File: src/rtl/bias_activation_seq_pkg.sv
// Shared float32 field layout, activation encodings and FSM state type
// for the bias + activation stage.
package bias_activation_seq_pkg;
  localparam int SIGN_BIT = 31;
  localparam int EXP_MSB  = 30;
  localparam int EXP_LSB  = 23;
  localparam int MAN_MSB  = 22;
  localparam logic [7:0] EXP_MAX = 8'hFF;

  localparam int ACT_IDENT = 0;
  localparam int ACT_RELU  = 1;
  localparam int ACT_LEAKY = 2;

  localparam logic [31:0] FP_POS_ZERO = 32'h0000_0000;
  localparam logic [31:0] FP_NEG_ZERO = 32'h8000_0000;
  localparam logic [31:0] FP_QNAN     = 32'h7FC0_0000;

  typedef enum logic [1:0] {ST_IDLE, ST_RUN, ST_DONE} state_e;

  function automatic logic fp_is_nan(input logic [31:0] f);
    return (f[EXP_MSB:EXP_LSB] == EXP_MAX) && (f[MAN_MSB:0] != '0);
  endfunction
endpackage

File: src/rtl/bias_activation_seq_if.sv
// Start/operand/result bundle between the multiplier side and this stage.
interface bias_activation_seq_if #(parameter int VLEN = 1);
  logic                   start;
  logic [32*VLEN-1:0]     in_vec;
  logic [32*VLEN-1:0]     bias;
  logic [32*VLEN-1:0]     result;
  logic                   busy;
  logic                   done;

  modport master (output start, in_vec, bias, input result, busy, done);
  modport slave  (input start, in_vec, bias, output result, busy, done);
endinterface

File: src/rtl/bias_activation_seq_lane.sv
// Combinational float32 adder (round-to-nearest-even, denormal aware) and the
// per-lane bias-add + activation wrapper built on it.
module fp32_add
  import bias_activation_seq_pkg::*;
(
  input  logic [31:0] a,
  input  logic [31:0] b,
  output logic [31:0] y
);
  logic        sa, sb, sx, sy;
  logic [7:0]  ea, eb, ex, ey, ex_e, ey_e, d;
  logic [22:0] ma, mb, mx, my;
  logic [4:0]  sh, lz;
  logic [23:0] sigx, sigy, mr;
  logic [53:0] tmp;
  logic [26:0] al;
  logic [27:0] sum, nrm;
  logic [9:0]  ev, nsh;
  logic [24:0] m25;
  logic        inc;

  always_comb begin
    {sa, ea, ma} = a;
    {sb, eb, mb} = b;
    if ({eb, mb} > {ea, ma}) begin
      {sx, ex, mx} = b; {sy, ey, my} = a;
    end else begin
      {sx, ex, mx} = a; {sy, ey, my} = b;
    end
    ex_e = (ex == 8'd0) ? 8'd1 : ex;
    ey_e = (ey == 8'd0) ? 8'd1 : ey;
    sigx = {ex != 8'd0, mx};
    sigy = {ey != 8'd0, my};
    d    = ex_e - ey_e;
    sh   = (d > 8'd31) ? 5'd31 : d[4:0];
    // 3 extra LSBs (guard/round/sticky); everything shifted further folds into sticky
    tmp  = {sigy, 3'b000, 27'b0} >> sh;
    al   = tmp[53:27] | {26'b0, |tmp[26:0]};
    sum  = (sx ^ sy) ? ({1'b0, sigx, 3'b000} - {1'b0, al})
                     : ({1'b0, sigx, 3'b000} + {1'b0, al});
    ev   = {2'b0, ex_e};
    lz   = 5'd27;
    for (int i = 0; i < 27; i++) if (sum[i]) lz = 5'(26 - i);
    nsh  = '0;
    if (sum[27]) begin
      nrm = {1'b0, sum[27:2], sum[1] | sum[0]};
      ev  = ev + 10'd1;
    end else begin
      // left shift stops at the denormal boundary (effective exponent 1)
      nsh = ({5'b0, lz} < (ev - 10'd1)) ? {5'b0, lz} : (ev - 10'd1);
      nrm = sum << nsh;
      ev  = ev - nsh;
    end
    inc = nrm[2] & (nrm[1] | nrm[0] | nrm[3]);
    m25 = {1'b0, nrm[26:3]} + {24'b0, inc};
    if (m25[24]) begin
      mr = m25[24:1];
      ev = ev + 10'd1;
    end else begin
      mr = m25[23:0];
    end
    y = {sx, (mr[23] ? ev[7:0] : 8'd0), mr[22:0]};
    if (mr[23] && ev >= 10'd255) y = {sx, EXP_MAX, 23'b0};
    if (sum == '0) y = {sa & sb, 31'b0};
    if (fp_is_nan(a))                                     y = a | 32'h0040_0000;
    else if (fp_is_nan(b))                                y = b | 32'h0040_0000;
    else if (ea == EXP_MAX && eb == EXP_MAX && sa != sb)  y = FP_QNAN;
    else if (ea == EXP_MAX)                               y = a;
    else if (eb == EXP_MAX)                               y = b;
  end
endmodule

module bias_act_lane
  import bias_activation_seq_pkg::*;
#(
  parameter int ACT         = 1,
  parameter int LEAKY_SHIFT = 3
) (
  input  logic [31:0] a,
  input  logic [31:0] b,
  output logic [31:0] y
);
  logic [31:0] s;
  logic [7:0]  se;

  fp32_add u_add (.a(a), .b(b), .y(s));

  assign se = s[EXP_MSB:EXP_LSB];

  always_comb begin
    y = s;
    if (ACT == ACT_RELU) begin
      if (s[SIGN_BIT] && !fp_is_nan(s)) y = FP_POS_ZERO;
    end else if (ACT == ACT_LEAKY) begin
      // -inf and NaN share EXP_MAX and pass untouched
      if (s[SIGN_BIT] && se != EXP_MAX) begin
        if (se <= 8'(LEAKY_SHIFT)) y = FP_NEG_ZERO;
        else                       y = {1'b1, se - 8'(LEAKY_SHIFT), s[MAN_MSB:0]};
      end
    end
  end
endmodule

File: src/rtl/bias_activation_seq.sv
// Bias add + activation over a captured vector, LANES elements per clock.
// Owns the FSM, group counter, operand capture and masked writeback.
module bias_activation_seq
  import bias_activation_seq_pkg::*;
#(
  parameter int VLEN        = 1,
  parameter int LANES       = 1,
  parameter int ACT         = 1,
  parameter int LEAKY_SHIFT = 3
) (
  input logic             clk,
  input logic             rst_n,
  bias_activation_seq_if.slave bus
);
  localparam int G  = (VLEN + LANES - 1) / LANES;
  localparam int CW = (G > 1) ? $clog2(G) : 1;

  state_e             state_q, state_d;
  logic [CW-1:0]      cnt_q, cnt_d;
  logic [32*VLEN-1:0] in_q, in_d, bias_q, bias_d, res_q, res_d;
  logic               busy_q, busy_d, done_q, done_d;

  logic [LANES-1:0][31:0] lane_a, lane_b, lane_y;
  logic [LANES-1:0]       lane_vld;
  int                     lane_idx [LANES];

  always_comb begin
    for (int l = 0; l < LANES; l++) begin
      lane_idx[l] = int'(cnt_q) * LANES + l;
      lane_vld[l] = lane_idx[l] < VLEN;
      lane_a[l]   = '0;
      lane_b[l]   = '0;
      if (lane_vld[l]) begin
        lane_a[l] = in_q[32*lane_idx[l] +: 32];
        lane_b[l] = bias_q[32*lane_idx[l] +: 32];
      end
    end
  end

  for (genvar l = 0; l < LANES; l++) begin : g_lane
    bias_act_lane #(.ACT(ACT), .LEAKY_SHIFT(LEAKY_SHIFT)) u_lane (
      .a(lane_a[l]), .b(lane_b[l]), .y(lane_y[l])
    );
  end

  always_comb begin
    state_d = state_q;
    cnt_d   = cnt_q;
    in_d    = in_q;
    bias_d  = bias_q;
    res_d   = res_q;
    busy_d  = busy_q;
    done_d  = done_q;
    if (bus.start) begin
      // start wins in every state, including the last RUN edge
      state_d = ST_RUN;
      cnt_d   = '0;
      in_d    = bus.in_vec;
      bias_d  = bus.bias;
      busy_d  = 1'b1;
      done_d  = 1'b0;
    end else if (state_q == ST_RUN) begin
      for (int l = 0; l < LANES; l++)
        if (lane_vld[l]) res_d[32*lane_idx[l] +: 32] = lane_y[l];
      if (cnt_q == CW'(G - 1)) begin
        state_d = ST_DONE;
        busy_d  = 1'b0;
        done_d  = 1'b1;
      end else begin
        cnt_d = cnt_q + 1'b1;
      end
    end
  end

  always_ff @(posedge clk or negedge rst_n) begin
    if (!rst_n) begin
      state_q <= ST_IDLE;
      cnt_q   <= '0;
      in_q    <= '0;
      bias_q  <= '0;
      res_q   <= '0;
      busy_q  <= 1'b0;
      done_q  <= 1'b0;
    end else begin
      state_q <= state_d;
      cnt_q   <= cnt_d;
      in_q    <= in_d;
      bias_q  <= bias_d;
      res_q   <= res_d;
      busy_q  <= busy_d;
      done_q  <= done_d;
    end
  end

  assign bus.result = res_q;
  assign bus.busy   = busy_q;
  assign bus.done   = done_q;
endmodule

File: src/flat_wrapper.sv
// flat-port wrapper written by rule: the top's interface ports become plain ports
module bias_activation_seq_flat import bias_activation_seq_pkg::*;
#(
  parameter int VLEN        = 1,
  parameter int LANES       = 1,
  parameter int ACT         = 1,
  parameter int LEAKY_SHIFT = 3
)
  (clk, rst_n, bus_start, bus_in_vec, bus_bias, bus_result, bus_busy, bus_done);
  bias_activation_seq_if #(.VLEN(VLEN)) bus_i ();
  input logic clk;
  input logic rst_n;
  input wire logic [$bits(bus_i.start)-1:0] bus_start;
  input wire logic [$bits(bus_i.in_vec)-1:0] bus_in_vec;
  input wire logic [$bits(bus_i.bias)-1:0] bus_bias;
  output wire logic [$bits(bus_i.result)-1:0] bus_result;
  output wire logic [$bits(bus_i.busy)-1:0] bus_busy;
  output wire logic [$bits(bus_i.done)-1:0] bus_done;
  assign bus_i.start = bus_start;
  assign bus_i.in_vec = bus_in_vec;
  assign bus_i.bias = bus_bias;
  assign bus_result = bus_i.result;
  assign bus_busy = bus_i.busy;
  assign bus_done = bus_i.done;
  bias_activation_seq #(.VLEN(VLEN), .LANES(LANES), .ACT(ACT), .LEAKY_SHIFT(LEAKY_SHIFT)) u_core (.clk(clk), .rst_n(rst_n), .bus(bus_i));
endmodule
File: config.mk
export PLATFORM = sky130hd
export DESIGN_NAME = bias_activation_seq_flat
export DESIGN_NICKNAME = d
export VERILOG_FILES = /design/src/rtl/bias_activation_seq_pkg.sv /design/src/rtl/bias_activation_seq_if.sv /design/src/rtl/bias_activation_seq_lane.sv /design/src/rtl/bias_activation_seq.sv /design/src/flat_wrapper.sv
export SDC_FILE = /design/constraint.sdc
export NUM_CORES = 1
export LEC_CHECK = 0
export ABC_AREA = 1
export CAP_MARGIN = 25
export CORE_UTILIZATION = 60
export CTS_BUF_LIST = sky130_fd_sc_hd__clkbuf_4 sky130_fd_sc_hd__clkbuf_8
export DETAILED_ROUTE_END_ITERATION = 16
export HOLD_SLACK_MARGIN = 0.1
export PLACE_DENSITY_LB_ADDON = 0.2
export SLEW_MARGIN = 30
export SYNTH_ARGS = -nofsm -noshare
export SYNTH_HDL_FRONTEND = slang
export SYNTH_HIERARCHICAL = 1
export SYNTH_SLANG_ARGS = --single-unit
export TNS_END_PERCENT = 5
File: constraint.sdc
create_clock -name clk -period 17.1 [get_ports clk]
set_input_delay 3.42 -clock clk [delete_from_list [all_inputs] [get_ports clk]]
set_output_delay 3.42 -clock clk [all_outputs]
set_load 0.05 [all_outputs]
**Yosys cells after proc, flatten, opt, wreduce, memory -nomap -nowiden**

Cells that the tools add are included.

- Flip-flop bits (word level): 101
- Bits of input ports: 67
- Word-level logic and storage cells: 128

- $add $sub $neg: 10
- $lt $le $gt $ge: 5
- Eq/ne operators: 6
- Shift operators: 6
- Multiplexer cells: 66
- Bitwise operators: 8
- Reductions and logical operators: 20

Operators by type and width:

| operator | number |
|---|---|
| two-way mux 32 bit | 9 |
| two-way mux 5 bit | 17 |
| nonzero test 23 bit | 3 |
| variable part select 32 x 7 -> 32 bit | 2 |
| >> shifter 54 x 5 -> 54 bit | 1 |
| two-way mux 23 bit | 2 |
| two-way mux 8 bit | 5 |
| negation 6 -> 33 bit | 1 |
| variable shift 32 x 33 -> 32 bit (first input constant) | 1 |
| variable part select 32 x 33 -> 32 bit | 1 |
| bitwise mux 32 bit | 1 |
| two-way mux 4 bit | 8 |
| greater-than comparator 31 bit | 1 |
| two-way mux 31 bit | 1 |
| two-way mux 10 bit | 3 |
| adder 27 x 27 -> 28 bit | 1 |
| zero test 28 bit | 1 |
| two-way mux 28 bit | 1 |
| left shift 28 x 10 -> 27 bit | 1 |
| subtractor 27 x 27 -> 28 bit | 1 |
| two-way mux 27 bit | 1 |
| bitwise OR 27 x 1 -> 27 bit | 1 |
| OR reduction 27 bit | 1 |
| adder 24 x 1 -> 25 bit | 1 |
| other kinds (28) | 56 |

**Logic depth before layout (Yosys ltp)**

Gate-level depths: netlist (run 1).

- Depth in word-level cells: 66
- Gate-level depth with buffers: 122

**Modules after synthesis**

Netlist (run 1), hierarchy kept.

By module, submodules not included:

| module | times used | cells each | area each (um^2) |
|---|---|---|---|
| fp32_add | 1 | 2284 | 11551.1 |
| bias_activation_seq | 1 | 417 | 3796.1 |
| bias_act_lane | 1 | 95 | 437.9 |

**Worst setup path after synthesis (run 1)**

OpenSTA, ideal clock, no wires.

- Kind: flip-flop to flip-flop
- Start: reg u_core.in_q[20]
- End: reg u_core.res_q[22] (netlist: u_core/bus.result[22])
- Setup time: 119 ps
- Arrival: 13342 ps
- Data required time: 16981 ps
- Slack: 3639 ps
- Cell stages (with the launch flop): 107
- Path buffers: 9
- Path through: dfrtp_1 -> inv_1 -> ha_1 -> nand2_1 -> nor2_2 -> nand4_1 -> nor3_4 -> nand3b_4 -> nand2_4 -> buf_6 -> buf_6 -> clkbuf_1 -> clkbuf_1 -> o21ai_1 -> nor3_1 -> nand4_1 -> nand2_1 -> inv_1 -> [71 not listed] -> o21ai_0 -> a21oi_2 -> nand2_2 -> nand2_4 -> buf_6 -> nand2_1 -> nand2_1 -> nand2_1 -> a21oi_1 -> nor2_1 -> nand2_1 -> nor2_1 -> nand3_1 -> nand2_2 -> buf_6 -> a21oi_1 -> nand3_1 -> nand2_1

RTL lines:

| item | line | source |
|---|---|---|
| from (decl) | bias_activation_seq.sv:20 | `logic [32*VLEN-1:0] in_q, in_d, bias_q, bias_d, res_q, res_d;` |
| from (signal assigned) | bias_activation_seq.sv:87 | `in_q <= in_d;` |
| to (signal assigned) | bias_activation_seq.sv:89 | `res_q <= res_d;` |
| to (decl) | bias_activation_seq.sv:20 |  |

==> results of run 1 <==
[power by group]
group	total, mW	switching [mW]	internal [mW]	leakage [nW]
Sequential	0.323	0.0474	0.276	1.23
Combinational	2.72	1.91	0.812	7.89
Clock	0.154	0.0962	0.0573	0.100
Total	3.20	2.05	1.14	9.22
[worst max path at each step]
stage               startpoint                    end  slack (ns)  cells after the start
6_report        u_core/in_q[7]  u_core/bus.result[20]        1.21                    109
5_1_grt        u_core/in_q[21]   u_core/bus.result[7]       0.004                    107
4_1_cts        u_core/in_q[17]  u_core/bus.result[13]        0.57                    108
3_5_place_dp   u_core/in_q[17]   u_core/bus.result[6]        0.60                    108
3_3_place_gp   u_core/in_q[17]  u_core/bus.result[26]        1.05                    107
2_1_floorplan  u_core/in_q[20]  u_core/bus.result[22]        3.64                    106
[metal layers]
layer,vias up,part of all wire (%),GRT usage [%]
met5,-,0.021,0
met4,2,7.2,29.29
met3,301,12,11.52
met2,1378,43,71.02
met1,8857,38,59.50
li1,9121,-,-
[cells in the final DEF, fill, tap and decap left out, types with 24 or more instances in the layout]
cell / n
xor2_1: 38
nand2_1: 1023
clkdlybuf4s50_1: 98
a21oi_1: 173
dfrtp_1: 97
ha_1: 103
nor2_1: 168
o21ai_0: 87
buf_4: 45
nand4_1: 44
inv_1: 297
nand3_1: 360
nand2_2: 24
o21ai_1: 39
[cells by family (layout without fill, tap and decap cells)]
logic type,count (synthesis),count (layout)
flip-flops,98,98
XOR/XNOR,50,50
buffers and inverters,445,490
other,1,2
AND/OR/NAND/NOR,1709,1709
adder cells (fa/ha/maj),106,106
AO/OA/AOI/OAI,387,387
[per-stage QoR]
stage | hold WS [ns] | power [mW]
2_1_floorplan | 0.4419 | 2.142
3_3_place_gp | 0.4545 | 2.867
3_5_place_dp | 0.4664 | 2.892
4_1_cts | 0.4903 | 3.057
5_1_grt | 0.5060 | 3.438
6_report | 0.4905 | 3.196
[registers in the layout, indices dropped and copies added, names as in the netlist]
| register | count |
|---|---|
| u_core/bias_q | 32 |
| u_core/bus.result | 32 |
| u_core/in_q | 32 |
| u_core/state_q | 2 |
[layout make-up]
class	instances	area share, %
Clock inverter	7	0.4295
Tap cell	335	2.439
Clock buffer	9	0.7207
Multi-Input combinational cell	2254	66.67
Timing Repair Buffer	152	8.430
Inverter	322	7.032
Sequential cell	98	14.28
[tightest hold or removal path, delay by kind of cell (launching register included)]
kind	cells	cell delay, ns
and+or+nand+nor	2	0.11
DFF	1	0.36
==> qor.csv, run 1 <==
metric,value,unit
Tcrit/Tclk final,92.93,%
crit-path max cell delay,0.52,ns
Max H-tree Level,3,
count of pins over their slew limit,0,
Peak VDD IR,0.1548,mV
number of flops mapped to enable cells by yosys,0,
top post-synthesis cells by area,"nand2_1, dfrtp_1, nand3_1",
# Max-Cap Violations,0,
vias post-DR,19660,
post-DP HPWL,49.22,mm
gr ovfl total,0,
startpoint type of the worst setup path,register,
Worst Hold Endpoint,u_core/bus.result[26],
gr usage total,46.88,%
post-synth cell types,60,
DRT Pass-1 Iters,7,
largest area contributor in the netlist,nand2_1,
placed insts,3159,
Bufs on Longest Clock Path,2,
Die Wd,164.2,um
Relative slew margins,28.87,%
GP Congestion,1.135,
Worst-path clk slew,0.11,ns
crit-path max FO,31,
Slowest cell on crit path,dfrtp_1,
reg2reg path depth,109,
mux cell area share after synthesis,0,%
FF-to-FF Start,u_core/in_q[7],
# hold bufs at CTS,0,
"Top FF cell, synth",dfrtp_1,
cell family contributing the most delay on the critical path,simple AND/OR/NAND/NOR gates,
post-synth top area share,24.35,%
most frequent cell after synthesis,nand2_1,
Initial Utilization,60.92,%
setup TNS,0,ns
synthesized area,0.01579,sq mm
CTS Buf Count,9,
CP Class,reg -> reg,
post-synthesis compound-gate area fraction,13.98,%
post-synthesis simple-gate area fraction,46.75,%
Crit path required time,17.41,ns
post-DR wirelength/cell,19.94,um
fmax,62.93,MHz
HP Start,u_core/bus.result[26],
area share of fa/ha/maj cells after synthesis,8.545,%
vias in the first global route,17810,
worst flop-to-flop path endpoint,u_core/bus.result[20],
post-route cell area,0.01719,sq mm
Core Area,0.02591,sq mm
CP arrival,16.21,ns
fin util,66.33,%
initial DRC count,2761,
Syn Inst Count,2796,
buffer and inverter count on the worst path,14,
Post-DP Area,0.01688,sq mm
register area share after synthesis,15.54,%
pre-CTS setup slack,0.5971,ns
Ports,101,
final hold vios,0,
Area growth syn-to-layout,8.885,%
worst setup slack after layout,1.208,ns
initial antenna violation count,1,
final WL,63.36,mm
Non-Filler Instances,3177,
die height,164.2,um
Filler Cell Count,2429,
Setup crit end kind,register,
synth cell count leaders,"nand2_1, nand3_1, inv_1",
RSZ-0062 raised after global routing,no,
die area,0.02696,sq mm
R2R setup slack,1.21,ns
IO buf count,100,
Nets,3010,
most frequent CP cell,nand2_1,
Worst Skew,0.01167,ns
Hold Path Class,reg -> reg,
drt drc,0,
largest net degree at the start of global routing,105,
pwr dens,185.9,mW/mm^2
setup violators final,0,
"Clk Latency, worst-skew pair",0.38,ns
Static Leakage,9.217,nW
Multi-input gate area,0.01146,sq mm
Post-synth ARST share,100.0,%
min cycle time layout,15.89,ns
post-synthesis xor/xnor area fraction,2.917,%
syn avg cell area,5.646,sq um
antenna cell count,0,
postcts setup bufs,0,
root buffer cell,clkbuf_8,
status,finished clean,
CTS tree,built,
Ys Warns,6,
WHS Path Cells,2,
num rows,59,
Clock Sinks,98,
first-pass GRT wire length,97.13,mm
largest family of logic cells by synthesized area,simple AND/OR/NAND/NOR gates,
Slew @ Worst Pin,1.056,ns
register area,0.002454,sq mm
ANT nets after route,0,
drt via density,6.188,
share of layout cells above drive strength 1,7.213,%
Seq cells post-synth,98,
CTS resizes,0,
(Power assumes the default switching activity.)
==> run 2: changes to the inputs <==
--- a/config.mk
+++ b/config.mk
@@ -7,11 +7,13 @@
 export LEC_CHECK = 0
 export ABC_AREA = 1
 export CAP_MARGIN = 25
+export CORE_MARGIN = 4
 export CORE_UTILIZATION = 60
 export CTS_BUF_LIST = sky130_fd_sc_hd__clkbuf_4 sky130_fd_sc_hd__clkbuf_8
 export DETAILED_ROUTE_END_ITERATION = 16
 export HOLD_SLACK_MARGIN = 0.1
 export PLACE_DENSITY_LB_ADDON = 0.2
+export REMOVE_ABC_BUFFERS = 1
 export SLEW_MARGIN = 30
 export SYNTH_ARGS = -nofsm -noshare
 export SYNTH_HDL_FRONTEND = slang
==> run 2 against run 1 <==
  * Count of clock-buffer cells in the layout unchanged
  * Clock power decreased by 3%
  * Utilization decreased by 0.82 points
  * Critical path depth decreased by 16
  * Critical endpoint is now u_core/bus.result[4]
  * Maximum frequency increased by 0.89%
  * Die area increased by 7.4%
  * Via count decreased by 2.6%
==> qor.csv, run 2 (synthesized netlist as in run 1, its figures left out) <==
metric,value,unit,change
fin util,65.51,%,was 66.33%
final hold vios,0,,unchanged
Tcrit/Tclk final,92.12,%,was 92.93%
fmax,63.48,MHz,was 62.93 MHz
pwr dens,185.1,mW/mm^2,was 185.9 mW/mm^2
reg2reg path depth,93,,was 109
setup TNS,0,ns,unchanged
WHS,0.4911,ns,was 0.4905 ns
GP Congestion,1.068,,was 1.135
Clock Sinks,98,,unchanged
Hold Path Class,reg -> reg,,unchanged
# hold bufs at CTS,0,,unchanged
vias post-DR,19150,,was 19660
final WL,57.44,mm,was 63.36 mm
IO buf count,100,,unchanged
Bufs on Longest Clock Path,2,,unchanged
# Max-Cap Violations,0,,unchanged
Slew @ Worst Pin,0.9513,ns,was 1.056 ns
PnR Total Power,3.151,mW,was 3.196 mW
drt via density,6.074,,was 6.188
ANT nets after route,0,,unchanged
Area growth syn-to-layout,7.847,%,was 8.885%
num rows,59,,unchanged
Slowest cell on crit path,nor4_1,,was dfrtp_1
die area,0.02897,sq mm,was 0.02696 sq mm
FF-to-FF Start,u_core/in_q[10],,was u_core/in_q[7]
first-pass GRT wire length,90.23,mm,was 97.13 mm
gr usage total,38.16,%,was 46.88%
CTS Buf Count,9,,unchanged
initial DRC count,2906,,was 2761
Core Area,0.02598,sq mm,was 0.02591 sq mm
DRT Pass-1 Iters,8,,was 7
setup violators final,0,,unchanged
Die Wd,170.2,um,was 164.2 um
initial antenna violation count,0,,was 1
root buffer cell,clkbuf_8,,unchanged
"commonest non-fill, non-tap cell in the layout",nand2_1,,unchanged
HP Start,u_core/bus.result[26],,unchanged
post-route cell area,0.01702,sq mm,was 0.01719 sq mm
placed insts,3134,,was 3159
Initial Utilization,60.75,%,was 60.92%
Worst Hold Endpoint,u_core/bus.result[26],,unchanged
die height,170.2,um,was 164.2 um
post-DR wirelength/cell,18.22,um,was 19.94 um
Setup crit end kind,register,,unchanged
worst setup slack after layout,1.348,ns,was 1.208 ns
CP Class,reg -> reg,,unchanged
vias in the first global route,17120,,was 17810
min cycle time layout,15.75,ns,was 15.89 ns
CTS tree,built,,unchanged
most frequent cells in the layout,"nand2_1, nand3_1, inv_1",,unchanged
Worst Skew,0.01931,ns,was 0.01167 ns
Static Leakage,9.085,nW,was 9.217 nW
Post-DP Area,0.01669,sq mm,was 0.01688 sq mm
most frequent CP cell,nand2_1,,unchanged
Max H-tree Level,3,,unchanged
Nets,2986,,was 3010
"Clk Latency, worst-skew pair",0.37,ns,was 0.38 ns
Peak VDD IR,0.1321,mV,was 0.1548 mV
drt drc,0,,unchanged
Non-Filler Instances,3153,,was 3177
largest net degree at the start of global routing,95,,was 105
crit-path max cell delay,0.53,ns,was 0.52 ns
antenna cell count,0,,unchanged
Ports,101,,unchanged
post-DP HPWL,45.60,mm,was 49.22 mm
gr ovfl total,0,,unchanged
crit-path max FO,31,,unchanged
R2R setup slack,1.35,ns,was 1.21 ns
CP arrival,16.05,ns,was 16.21 ns
startpoint type of the worst setup path,register,,unchanged
Worst-path clk slew,0.10,ns,was 0.11 ns
pre-CTS setup slack,0.5318,ns,was 0.5971 ns
share of layout cells above drive strength 1,6.352,%,was 7.213%
Relative slew margins,36.42,%,was 28.87%
Crit path required time,17.40,ns,was 17.41 ns
WHS Path Cells,2,,unchanged
count of pins over their slew limit,0,,unchanged
status,finished clean,,unchanged
worst flop-to-flop path endpoint,u_core/bus.result[4],,was u_core/bus.result[20]
[run 2: cell type report]
| class | instances | area [sq um] |
|---|---|---|
| inverters | 322 | 1209 |
| flip-flops and latches | 98 | 2452 |
| clock buffers | 9 | 123.9 |
| fillers | 2558 | 8961 |
| multi-input cells | 2256 | 11550 |
| clock inverters | 7 | 72.57 |
| repair buffers | 126 | 1192 |
| well taps | 335 | 419.2 |
[run 2: worst max-delay path by stage]
stage / from / endpoint / slack [ns] / cells after the start
2_1_floorplan: u_core/in_q[20] / u_core/bus.result[0] / 1.86 / 99
3_3_place_gp: u_core/in_q[10] / u_core/bus.result[28] / 0.77 / 101
3_5_place_dp: u_core/in_q[10] / u_core/bus.result[9] / 0.53 / 101
4_1_cts: u_core/in_q[10] / u_core/bus.result[4] / 0.47 / 101
5_1_grt: u_core/in_q[8] / u_core/bus.result[9] / -0.02 / 105
6_report: u_core/in_q[10] / u_core/bus.result[4] / 1.35 / 93
[run 2: repair_timing]
item,4_1_cts,5_1_grt
endpoints found under the setup margin,0,32
resized for setup,0,28
setup buffers,0,1
[run 2: critical path: cells and delay by family, from the launching register on]
kind	cells	cell delay, ns
flops	1	0.50
buf+inv	15	2.64
fa+ha+maj	5	1.56
simple gates	53	7.04
compound gates	20	3.89
[run 2: power by group]
group          switching (mW)  internal [mW]
registers              0.0429          0.276
clock network          0.0917         0.0572
logic                    1.92          0.766
total                    2.05           1.10
[run 2: routing by layer]
layer	track usage, %	wire length (um)	share of wire (%)
met5	0	0	0
met4	18.89	3506	6.1
met3	4.901	5853	10
met2	58.53	24670	43
met1	53.04	23410	41
